**src/rtl/pwm_generator.sv**
```systemverilog
// PWM generator with double-buffered period/duty configuration.
// Active values change only while idle or at a period wrap, so a running
// waveform never shows a torn period. A valid/ready handshake loads a shadow
// pair; Pending holds it until the next safe point.
// Optional feature: define PWM_GENERATOR_COMPLEMENT_EN to add PwmOutN, the
// inverted output while running (low while idle or in reset).
module pwm_generator #(
  parameter int unsigned WIDTH = 8
) (
  input  logic             Clk,
  input  logic             Rst_n,
  input  logic             ClkEnable,
  input  logic             Enable,
  input  logic             CfgValid,
  output logic             CfgReady,
  input  logic [WIDTH-1:0] CfgPeriod,
  input  logic [WIDTH-1:0] CfgDuty,
  output logic             PwmOut,
`ifdef PWM_GENERATOR_COMPLEMENT_EN
  output logic             PwmOutN,
`endif
  output logic             PeriodStart
);

  typedef enum logic [0:0] {StIdle, StRun} stateT;

  localparam logic [WIDTH-1:0] One = WIDTH'(1);

  stateT            state;
  logic [WIDTH-1:0] counter;
  logic [WIDTH-1:0] actPeriod;
  logic [WIDTH-1:0] actDuty;
  logic [WIDTH-1:0] shPeriod;
  logic [WIDTH-1:0] shDuty;
  logic             pending;

  logic             accept;
  logic             periodEnd;
  logic             applyShadow;
  logic [WIDTH-1:0] newPeriod;
  logic [WIDTH-1:0] newDuty;
  logic             startLevel;
  logic [WIDTH-1:0] countInc;

  assign CfgReady = !pending;

`ifdef PWM_GENERATOR_COMPLEMENT_EN
  assign PwmOutN = (state == StRun) && !PwmOut;
`endif

  // Decode handshake, period boundary and the active values after this edge
  always_comb begin
    accept      = CfgValid && !pending;
    // A zero period never matches the last count; each tick is treated as a
    // boundary so a pending shadow can still take over.
    periodEnd   = (state == StRun) && Enable && ClkEnable &&
                  ((actPeriod == '0) || (counter == actPeriod - One));
    applyShadow = pending && ((state == StIdle) || periodEnd);
    newPeriod   = applyShadow ? shPeriod : actPeriod;
    newDuty     = applyShadow ? shDuty : actDuty;
    // Level at count 0 under the post-edge values; a zero period forces low
    startLevel  = (newPeriod != '0) && (newDuty != '0);
    countInc    = counter + One;
  end

  // Run/idle FSM, counter, configuration registers and registered outputs
  always_ff @(posedge Clk or negedge Rst_n) begin
    if (!Rst_n) begin
      state       <= StIdle;
      counter     <= '0;
      actPeriod   <= '0;
      actDuty     <= '0;
      shPeriod    <= '0;
      shDuty      <= '0;
      pending     <= 1'b0;
      PwmOut      <= 1'b0;
      PeriodStart <= 1'b0;
    end else begin
      // accept and applyShadow are exclusive: one needs pending low, the other high
      if (accept) begin
        shPeriod <= CfgPeriod;
        shDuty   <= CfgDuty;
        pending  <= 1'b1;
      end else if (applyShadow) begin
        actPeriod <= shPeriod;
        actDuty   <= shDuty;
        pending   <= 1'b0;
      end

      PeriodStart <= 1'b0;

      unique case (state)
        StIdle: begin
          counter <= '0;
          PwmOut  <= 1'b0;
          if (Enable) begin
            state       <= StRun;
            PeriodStart <= (newPeriod != '0);
            PwmOut      <= startLevel;
          end
        end
        StRun: begin
          if (!Enable) begin
            state   <= StIdle;
            counter <= '0;
            PwmOut  <= 1'b0;
          end else if (ClkEnable) begin
            if (periodEnd) begin
              counter     <= '0;
              PeriodStart <= (newPeriod != '0);
              PwmOut      <= startLevel;
            end else begin
              counter <= countInc;
              PwmOut  <= (countInc < actDuty);
            end
          end
        end
        default: state <= StIdle;
      endcase
    end
  end

endmodule

```
**config.mk**
```make
export PLATFORM = sky130hd
export DESIGN_NAME = pwm_generator
export DESIGN_NICKNAME = d
export VERILOG_FILES = /design/src/rtl/pwm_generator.sv
export SDC_FILE = /design/constraint.sdc
export NUM_CORES = 1
export LEC_CHECK = 0
export BUFFER_PORTS_ARGS = -buffer_cell sky130_fd_sc_hd__buf_2
export CAP_MARGIN = 25
export CELL_PAD_IN_SITES_DETAIL_PLACEMENT = 0
export CELL_PAD_IN_SITES_GLOBAL_PLACEMENT = 1
export CORE_ASPECT_RATIO = 0.7
export CORE_MARGIN = 2
export CORE_UTILIZATION = 28
export CTS_BUF_LIST = sky130_fd_sc_hd__clkbuf_2
export DETAILED_ROUTE_END_ITERATION = 12
export PLACE_DENSITY_LB_ADDON = 0.1
export RECOVER_POWER = 50
export SKIP_CTS_REPAIR_TIMING = 1
export SYNTH_ARGS = -nofsm -noshare
export SYNTH_HDL_FRONTEND = slang
export SYNTH_SLANG_ARGS = --single-unit
```
**constraint.sdc**
```tcl
create_clock -name Clk -period 4 [get_ports Clk]
set_input_delay 0 -clock Clk [delete_from_list [all_inputs] [get_ports Clk]]
set_output_delay 0 -clock Clk [all_outputs]
set_load 0.05 [all_outputs]
```
==> reports/summary.txt, run 1 <==
status = finished with violations
violated checks = capacitance limit, slew limit
Setup crit start kind = register
Core Rows = 27
crit end category = register
maxcap violations = 1
Nets = 287
clock root cell = clkbuf_2
post-synthesis cell type count = 40
largest net degree at the start of global routing = 36
num ports = 24
Synth Cell Area = 0.00233 mm²
DIE AREA = 0.00910 mm²
worst r2r dst = PwmOut$_DFFE_PN0P_
TritonCTS clock tree = done
clock latency on the worst-skew pair = 0.47 ns
worst reg-to-reg setup slack = 0.71 ns
Critical Path RT = 4.39 ns
GR Overflow Total = 0
fmax = 0.304 GHz
Yosys warnings = 0
DRT antenna net count = 0
Largest stage delay, worst path = 0.51 ns
number of global-route vias before repair = 1600
TritonRoute pass-1 iters = 4
crit share post-route = 82.2%
Critical Path Fanout Max = 17
most frequent cells in the layout = dfrtp_1, mux2_2, dlygate4sd3_1, nand2_1, buf_2
Post-DP HPWL = 4140 µm
Die Wd = 113 µm
Cell Area, Placed = 0.00257 mm²
port buffer count = 23
final instance area = 0.00284 mm²
syn_area_per_cell = 11.2 µm²
Final Core Density = 35.6%
Inserted Clock Buffers = 5
clock tree buffer depth = 2
Tmin final = 3.29 ns
Lkg Pwr = 0.00126 µW
worst setup margin = 0.714 ns
GRT Util Overall = 13.0%
CP max stage cell = or4_4
fin. max-slew vios = 36
drt total wl = 5440 µm
share of layout cells above drive strength 1 = 23.6%
CP Class = register to register
synthesis-to-finish area growth = 21.6%
via density per instance = 4.60
crit path cell chain = inv_1 > ha_1 > nand2b_1 > or4_4 > a2111oi_4 > o2111ai_1 > a21o_1 > mux2_4 > a221o_1
initial DRC count = 58
register bit total from synthesis = 44
dpl ws = 0.727 ns
Setup Skew = 0.0286 ns
Synthesized Nets = 239
H-tree levels = 2
Syn Inst Count = 209
HP Class = primary input to register
cells on worst reg2reg path = 9
pwr/cell area = 505 mW/mm²
Worst EP arrival = 3.68 ns
filler cell count = 839
post-synthesis sequential area ratio = 47.2%
Post-synth EDFFs = 0
commonest non-fill, non-tap cell in the layout = dfrtp_1
crit path to = PwmOut$_DFFE_PN0P_
first-pass GRT wire length = 8870 µm
Synth area leaders = dfrtp_1, mux2_2, ha_1
multi-input logic area = 0.00116 mm²
Synth async-reset ratio = 100%
Critical Path Start = actPeriod[0]$_DFFE_PN0N_
Clock transition at path regs = 0.26 ns
final-report hold violation count = 0
top_reg_cell synth = dfrtp_1
n_diodes = 0
Via Count = 1650
# DRC = 0
post-synth top area share = 47.2%
WL per Instance = 15.1 µm
CTS sink cnt = 44
FF-to-FF Start = actPeriod[0]$_DFFE_PN0N_
Max IR drop VDD = 0.207 mV
Core Area = 0.00797 mm²
leading area contributor after synthesis = dfrtp_1
Worst Tran Pin Value = 1.99 ns
Final TNS setup = 0 ns
RSZ-0062 raised after global routing = no
GPL Wtd Cong = 0.726
Slew headroom = -32.6%
Sequential Area = 0.00110 mm²
Die Ht = 80.4 µm
Initial Util = 29.3%
final setup fails = 0
initial antenna violation count = 0
-- flip-flops by register name, summed over array words and instances (netlist names) --
| name | cells |
|---|---|
| actDuty | 8 |
| actPeriod | 8 |
| counter | 8 |
| shDuty | 8 |
| shPeriod | 8 |
| PeriodStart | 1 |
| PwmOut | 1 |
| pending | 1 |
| state | 1 |
-- worst min path at each step --
stage | startpoint | end | slack, ns | cells past startpoint
final | Enable | state$_DFF_PN0_ | 0.24 | 2
after global routing | Enable | state$_DFF_PN0_ | 0.23 | 2
after CTS | Rst_n | shDuty[7]$_DFFE_PN0P_ | -0.67 | 1
after detailed placement | Rst_n | shDuty[7]$_DFFE_PN0P_ | -0.12 | 1
after global placement | Enable | state$_DFF_PN0_ | 0.20 | 1
after floorplan | Rst_n | PeriodStart$_DFF_PN0_ | -0.30 | 0
-- where the power goes --
group	internal (µW)	leakage, µW	switching (µW)
Clock	105	0.0000406	168
Sequential	568	0.000535	140
Combinational	234	0.000685	218
-- stage by stage --
step	hold WS, ns	cells	power, µW
after global placement	0.202	328	1160
after global routing	0.229	359	1540
final	0.244	359	1430
after floorplan	-0.296	209	1020
after detailed placement	-0.120	329	1160
after CTS	-0.668	337	1440
-- cells by family after synthesis --
logic type | share of synthesized area (%)
flops | 47.2
xor+xnor | 4.88
fa+ha+maj | 4.82
mux | 16.1
compound gates | 8.79
simple gates | 15.0
buf+inv | 3.27
-- worst max-delay path: cells and delay by family (launching register included) --
family / cells / cell delay, ns
buf+inv: 1 / 0.08
simple gates: 2 / 0.64
flops: 1 / 0.49
fa+ha+maj: 1 / 0.22
mux: 1 / 0.40
compound gates: 4 / 1.38
-- synth_stat cells (4+ instances only) --
library cell  number
a21oi_1            4
and2_1             4
dfrtp_1           44
ha_1               9
inv_1             12
mux2_2            30
nand2_1           21
nand2b_1           9
nand3_1            5
nor2_1             5
nor4_1             6
xnor2_1            6
xor2_1             7
-- routing by layer --
metal / GRT usage (%) / vias up / share of wire [%] / wire, µm
li1: - / 839 / - / -
met5: 0 / - / 0 / 0
met4: 4.02 / 0 / 1.3 / 70
met1: 19.5 / 787 / 57 / 3070
met2: 17.8 / 16 / 40 / 2160
met3: 3.55 / 8 / 2.5 / 136
-- final cells by class --
type / count / area share, %
Multi-Input combinational cell: 147 / 40.8
Timing Repair Buffer: 47 / 12.0
Clock buffer: 5 / 0.881
Inverter: 12 / 1.59
Tap cell: 101 / 4.45
Clock inverter: 3 / 1.50
Sequential cell: 44 / 38.8
Power figures use the tool's default switching activity.
==> run 2: changes to the inputs <==
==> constraint.sdc (replaced) <==
create_clock -name Clk -period 2.8 [get_ports Clk]
set_input_delay 0 -clock Clk [delete_from_list [all_inputs] [get_ports Clk]]
set_output_delay 0 -clock Clk [all_outputs]
set_load 0.05 [all_outputs]
==> reports/summary.txt, run 2 (synthesis gave the netlist of run 1 again) <==
RSZ-0062 raised after global routing = yes
Final TNS setup = 0 ns (unchanged)
critical hold path startpoint = Enable
most frequent cells in the layout = dfrtp_1, mux2_2, dlygate4sd3_1, nand2_1, buf_2
clock root cell = clkbuf_2
GR Overflow Total = 0 (unchanged)
GPL Wtd Cong = 0.743 (+2.4%)
pwr/cell area = 738 mW/mm² (+46%)
Critical Path Fanout Max = 3 (-14)
crit path cell chain = inv_1 > ha_2 > nand2b_4 > or4_4 > a2111oi_4 > o2111ai_2 > a21o_1 > mux2_4 > a221o_1
worst setup margin = 0.125 ns (-0.589 ns)
Worst EP arrival = 3.04 ns (-0.64 ns)
via density per instance = 4.62 (+0.61%)
Die Wd = 113 µm (unchanged)
Die Ht = 80.4 µm (unchanged)
Critical Path Start = actPeriod[0]$_DFFE_PN0N_
num ports = 24 (unchanged)
worst reg-to-reg setup slack = 0.12 ns (-0.59 ns)
clock latency on the worst-skew pair = 0.44 ns (-0.03 ns)
Setup crit start kind = register
clock tree buffer depth = 2 (unchanged)
Pwr Total = 2170 µW (+52%)
CTS sink cnt = 44 (unchanged)
H-tree levels = 2 (unchanged)
WL per Instance = 15.0 µm (-1.3%)
Slew headroom = -25.1% (+7.5 points)
Core Area = 0.00797 mm² (unchanged)
fin. max-slew vios = 35 (-2.8%)
maxcap violations = 1 (unchanged)
cells on worst reg2reg path = 9 (unchanged)
first-pass GRT wire length = 8980 µm (+1.2%)
# DRC = 0 (unchanged)
CP Class = register to register
Max IR drop VDD = 0.317 mV (+53%)
n_diodes = 0 (unchanged)
Tmin final = 2.68 ns (-0.611 ns)
Post-DP HPWL = 4170 µm (+0.71%)
CP max stage cell = or4_4
CP top delay family = compound AO/OA/AOI/OAI gates
worst r2r dst = PwmOut$_DFFE_PN0P_
TritonRoute pass-1 iters = 4 (unchanged)
share of layout cells above drive strength 1 = 27.9% (+4.2 points)
port buffer count = 23 (unchanged)
Setup Skew = 0.0267 ns (-0.00197 ns)
number of global-route vias before repair = 1617 (+1.1%)
crit share post-route = 95.5% (+13 points)
Via Count = 1711 (+3.7%)
final setup fails = 0 (unchanged)
Core Rows = 27 (unchanged)
FF-to-FF Start = actPeriod[0]$_DFFE_PN0N_
violated checks = capacitance limit, slew limit
drt total wl = 5530 µm (+1.7%)
initial antenna violation count = 0 (unchanged)
crit end category = register
DIE AREA = 0.00910 mm² (unchanged)
Initial Util = 29.3% (unchanged)
largest net degree at the start of global routing = 35 (-2.8%)
Lkg Pwr = 0.00131 µW (+4.2%)
Min-Delay Path Depth = 2 (unchanged)
fmax = 0.374 GHz (+23%)
Largest stage delay, worst path = 0.49 ns (-0.02 ns)
DRT antenna net count = 0 (unchanged)
final-report hold violation count = 0 (unchanged)
status = finished with violations
HP Class = primary input to register
GRT Util Overall = 13.0% (+0.027 points)
commonest non-fill, non-tap cell in the layout = dfrtp_1
Critical Path RT = 3.16 ns (-1.23 ns)
Hold Worst Slack = 0.292 ns (+0.0487 ns)
Worst Hold Path EP = state$_DFF_PN0_
Bufs and invs on worst path = 1 (unchanged)
initial DRC count = 84 (+45%)
Nets = 298 (+3.8%)
Clock transition at path regs = 0.26 ns (about the same)
TritonCTS clock tree = done
Inserted Clock Buffers = 5 (unchanged)
synthesis-to-finish area growth = 25.9%
Worst Tran Pin Value = 1.88 ns (-0.112 ns)
dpl ws = 0.0484 ns (-0.679 ns)
==> run 2: worst register-to-register path, cell delays in order, from the launching register on <==
cell       delay (ns)
dfrtp_1          0.44
inv_1            0.06
ha_2             0.20
nand2b_4         0.06
or4_4            0.49
a2111oi_4        0.37
o2111ai_2        0.18
a21o_1           0.22
mux2_4           0.30
a221o_1          0.28
==> run 2: cell type report <==
type | count | area [µm²]
inverters | 12 | 45.0
clock buffers | 5 | 25.0
flip-flops and latches | 44 | 1100
multi-input cells | 147 | 1170
repair buffers | 58 | 423
well taps | 101 | 126
clock inverters | 3 | 46.3
fillers | 820 | 5030
==> run 2: metal layers <==
layer  track usage (%)  wire length [µm]
met1              20.6              3020
met4              3.66                57
met3              3.47               215
met2              16.7              2240
met5                 0                 0
==> run 2: how the worst max path moves through the flow <==
stage                          to  slack (ns)  cells after the start
5_1_grt        PwmOut$_DFFE_PN0P_       -0.02                      9
4_1_cts        PwmOut$_DFFE_PN0P_        0.02                      9
3_3_place_gp   PwmOut$_DFFE_PN0P_         0.1                      9
6_report       PwmOut$_DFFE_PN0P_        0.12                      9
3_5_place_dp   PwmOut$_DFFE_PN0P_        0.05                      9
2_1_floorplan  PwmOut$_DFFE_PN0P_        0.01                     10
==> run 2: power by group <==
| group | total, µW | internal [µW] | switching, µW |
|---|---|---|---|
| combinational | 820 | 427 | 393 |
| clock | 389 | 154 | 235 |
| sequential | 961 | 811 | 150 |
| total | 2170 | 1390 | 778 |
==> run 2: per-stage QoR <==
stage                     area (µm²)  util [%]  cells
after global routing            2940      36.9    370
after CTS                       2710      34.0    346
final                           2940      36.9    370
after detailed placement        2640      33.1    338
after global placement          2620      32.9    337
after floorplan                 2330         -    209
==> run 3: changes to the inputs <==
==> constraint.sdc (replaced) <==
create_clock -name Clk -period 3.1 [get_ports Clk]
set_input_delay 0 -clock Clk [delete_from_list [all_inputs] [get_ports Clk]]
set_output_delay 0 -clock Clk [all_outputs]
set_load 0.05 [all_outputs]
==> reports/summary.txt, run 3 (synthesis gave the netlist of run 1 again) <==
Clock transition at path regs = 0.23 ns (-0.03 ns)
RSZ-0062 raised after global routing = no
DIE AREA = 0.00910 mm² (unchanged)
Final TNS setup = 0 ns (unchanged)
Slew headroom = -22.1% (+3.0 points)
Post-DP HPWL = 4120 µm (-1.1%)
clock root cell = clkbuf_2
Nets = 288 (-3.4%)
Bufs and invs on worst path = 1 (unchanged)
HP Class = primary input to register
most frequent cells in the layout = dfrtp_1, mux2_2, nand2_1, buf_2, dlygate4sd3_1
CTS sink cnt = 44 (unchanged)
Critical Path Fanout Max = 5 (+2)
GR Overflow Total = 0 (unchanged)
Max IR drop VDD = 0.245 mV (-23%)
Setup crit start kind = register
Hold Worst Slack = 0.0620 ns (-0.230 ns)
Setup Skew = 0.0181 ns (-0.00852 ns)
Via Count = 1637 (-4.3%)
TritonCTS clock tree = done
Die Ht = 80.4 µm (unchanged)
fmax = 0.348 GHz (-6.9%)
Inserted Clock Buffers = 5 (unchanged)
clock latency on the worst-skew pair = 0.41 ns (-0.03 ns)
fin. max-slew vios = 33 (-5.7%)
crit share post-route = 92.7% (-2.9 points)
largest net degree at the start of global routing = 33 (-5.7%)
clock tree buffer depth = 2 (unchanged)
TritonRoute pass-1 iters = 4 (unchanged)
pwr/cell area = 650 mW/mm² (-12%)
via density per instance = 4.55 (-1.7%)
status = finished with violations
# DRC = 0 (unchanged)
share of layout cells above drive strength 1 = 25.5% (-2.4 points)
num ports = 24 (unchanged)
CP Class = register to register
initial DRC count = 53 (-37%)
Final Core Density = 35.7% (-1.2 points)
violated checks = capacitance limit, slew limit
Critical Path RT = 3.43 ns (+0.27 ns)
Largest stage delay, worst path = 0.50 ns (about the same)
Die Wd = 113 µm (unchanged)
CP max stage cell = or4_4
final-report hold violation count = 0 (unchanged)
GRT Util Overall = 12.7% (-0.36 points)
filler cell count = 826 (+0.73%)
commonest non-fill, non-tap cell in the layout = dfrtp_1
crit end category = register
Tmin final = 2.87 ns (+0.198 ns)
drt total wl = 5370 µm (-2.9%)
n_diodes = 0 (unchanged)
H-tree levels = 2 (unchanged)
Core Area = 0.00797 mm² (unchanged)
port buffer count = 23 (unchanged)
WL per Instance = 14.9 µm (-0.21%)
Cell Count, Final, Fillers Out = 360 (-2.7%)
Cells after DPL = 332 (-1.8%)
Lkg Pwr = 0.00127 µW (-3.1%)
maxcap violations = 1 (unchanged)
crit path cell chain = inv_1 > ha_1 > nand2b_1 > or4_4 > a2111oi_4 > o2111ai_1 > a21o_1 > mux2_4 > a221o_1
final setup fails = 0 (unchanged)
GPL Wtd Cong = 0.852 (+15%)
number of global-route vias before repair = 1622 (+0.31%)
DRT antenna net count = 0 (unchanged)
initial antenna violation count = 0 (unchanged)
Core Rows = 27 (unchanged)
Worst EP arrival = 3.20 ns (+0.16 ns)
synthesis-to-finish area growth = 21.8%
first-pass GRT wire length = 8860 µm (-1.3%)
CP top delay family = compound AO/OA/AOI/OAI gates
Worst Tran Pin Value = 1.83 ns (-0.0449 ns)
Initial Util = 29.3% (unchanged)
run 3: layout make-up:
| class | count | area, µm² | area share (%) |
|---|---|---|---|
| clock buffers | 5 | 25.0 | 0.880 |
| multi-input cells | 147 | 1160 | 40.7 |
| well taps | 101 | 126 | 4.44 |
| inverters | 12 | 45.0 | 1.58 |
| clock inverters | 3 | 42.5 | 1.50 |
| flip-flops and latches | 44 | 1100 | 38.7 |
| repair buffers | 48 | 347 | 12.2 |
run 3: final timing paths:
path                                     startpoint                  endpoint  slack (ns)  cells past startpoint
max                        actPeriod[0]$_DFFE_PN0N_        PwmOut$_DFFE_PN0P_        0.23                      9
min                                        CfgValid       pending$_DFFE_PN0P_        0.06                      3
min in group asynchronous                     Rst_n   shPeriod[6]$_DFFE_PN0P_        0.65                      3
min reg2reg                   shDuty[4]$_DFFE_PN0P_    actDuty[4]$_DFFE_PN0N_        0.53                      1
max reg2reg                actPeriod[0]$_DFFE_PN0N_        PwmOut$_DFFE_PN0P_        0.23                      9
max in group asynchronous                     Rst_n  actPeriod[7]$_DFFE_PN0N_        1.33                      3
run 3: worst register-to-register path, stage by stage (launching register included):
cell	delay [ns]
dfrtp_1	0.48
inv_1	0.07
ha_1	0.21
nand2b_1	0.11
or4_4	0.50
a2111oi_4	0.40
o2111ai_1	0.20
a21o_1	0.24
mux2_4	0.30
a221o_1	0.29
run 3: report_power, final:
group	internal, µW	total (µW)	switching [µW]
logic	318	620	302
clock network	135	327	192
registers	732	901	168
total	1190	1850	662
run 3: per-layer routing:
metal	vias to the layer above	part of all wire (%)	GRT usage, %
li1	842	-	-
met4	0	0.34	2.20
met1	774	57	19.5
met2	19	40	17.4
met3	2	3.0	3.55
met5	-	0	0
run 3: metrics by stage:
stage               area (µm²)  power (µW)  worst slack [ns]
CTS                       2660        1870             0.248
global route              2840        2000             0.106
detailed placement        2590        1520             0.253
finish                    2840        1850             0.227
floorplan                 2330        1320             0.312
global placement          2570        1540             0.291
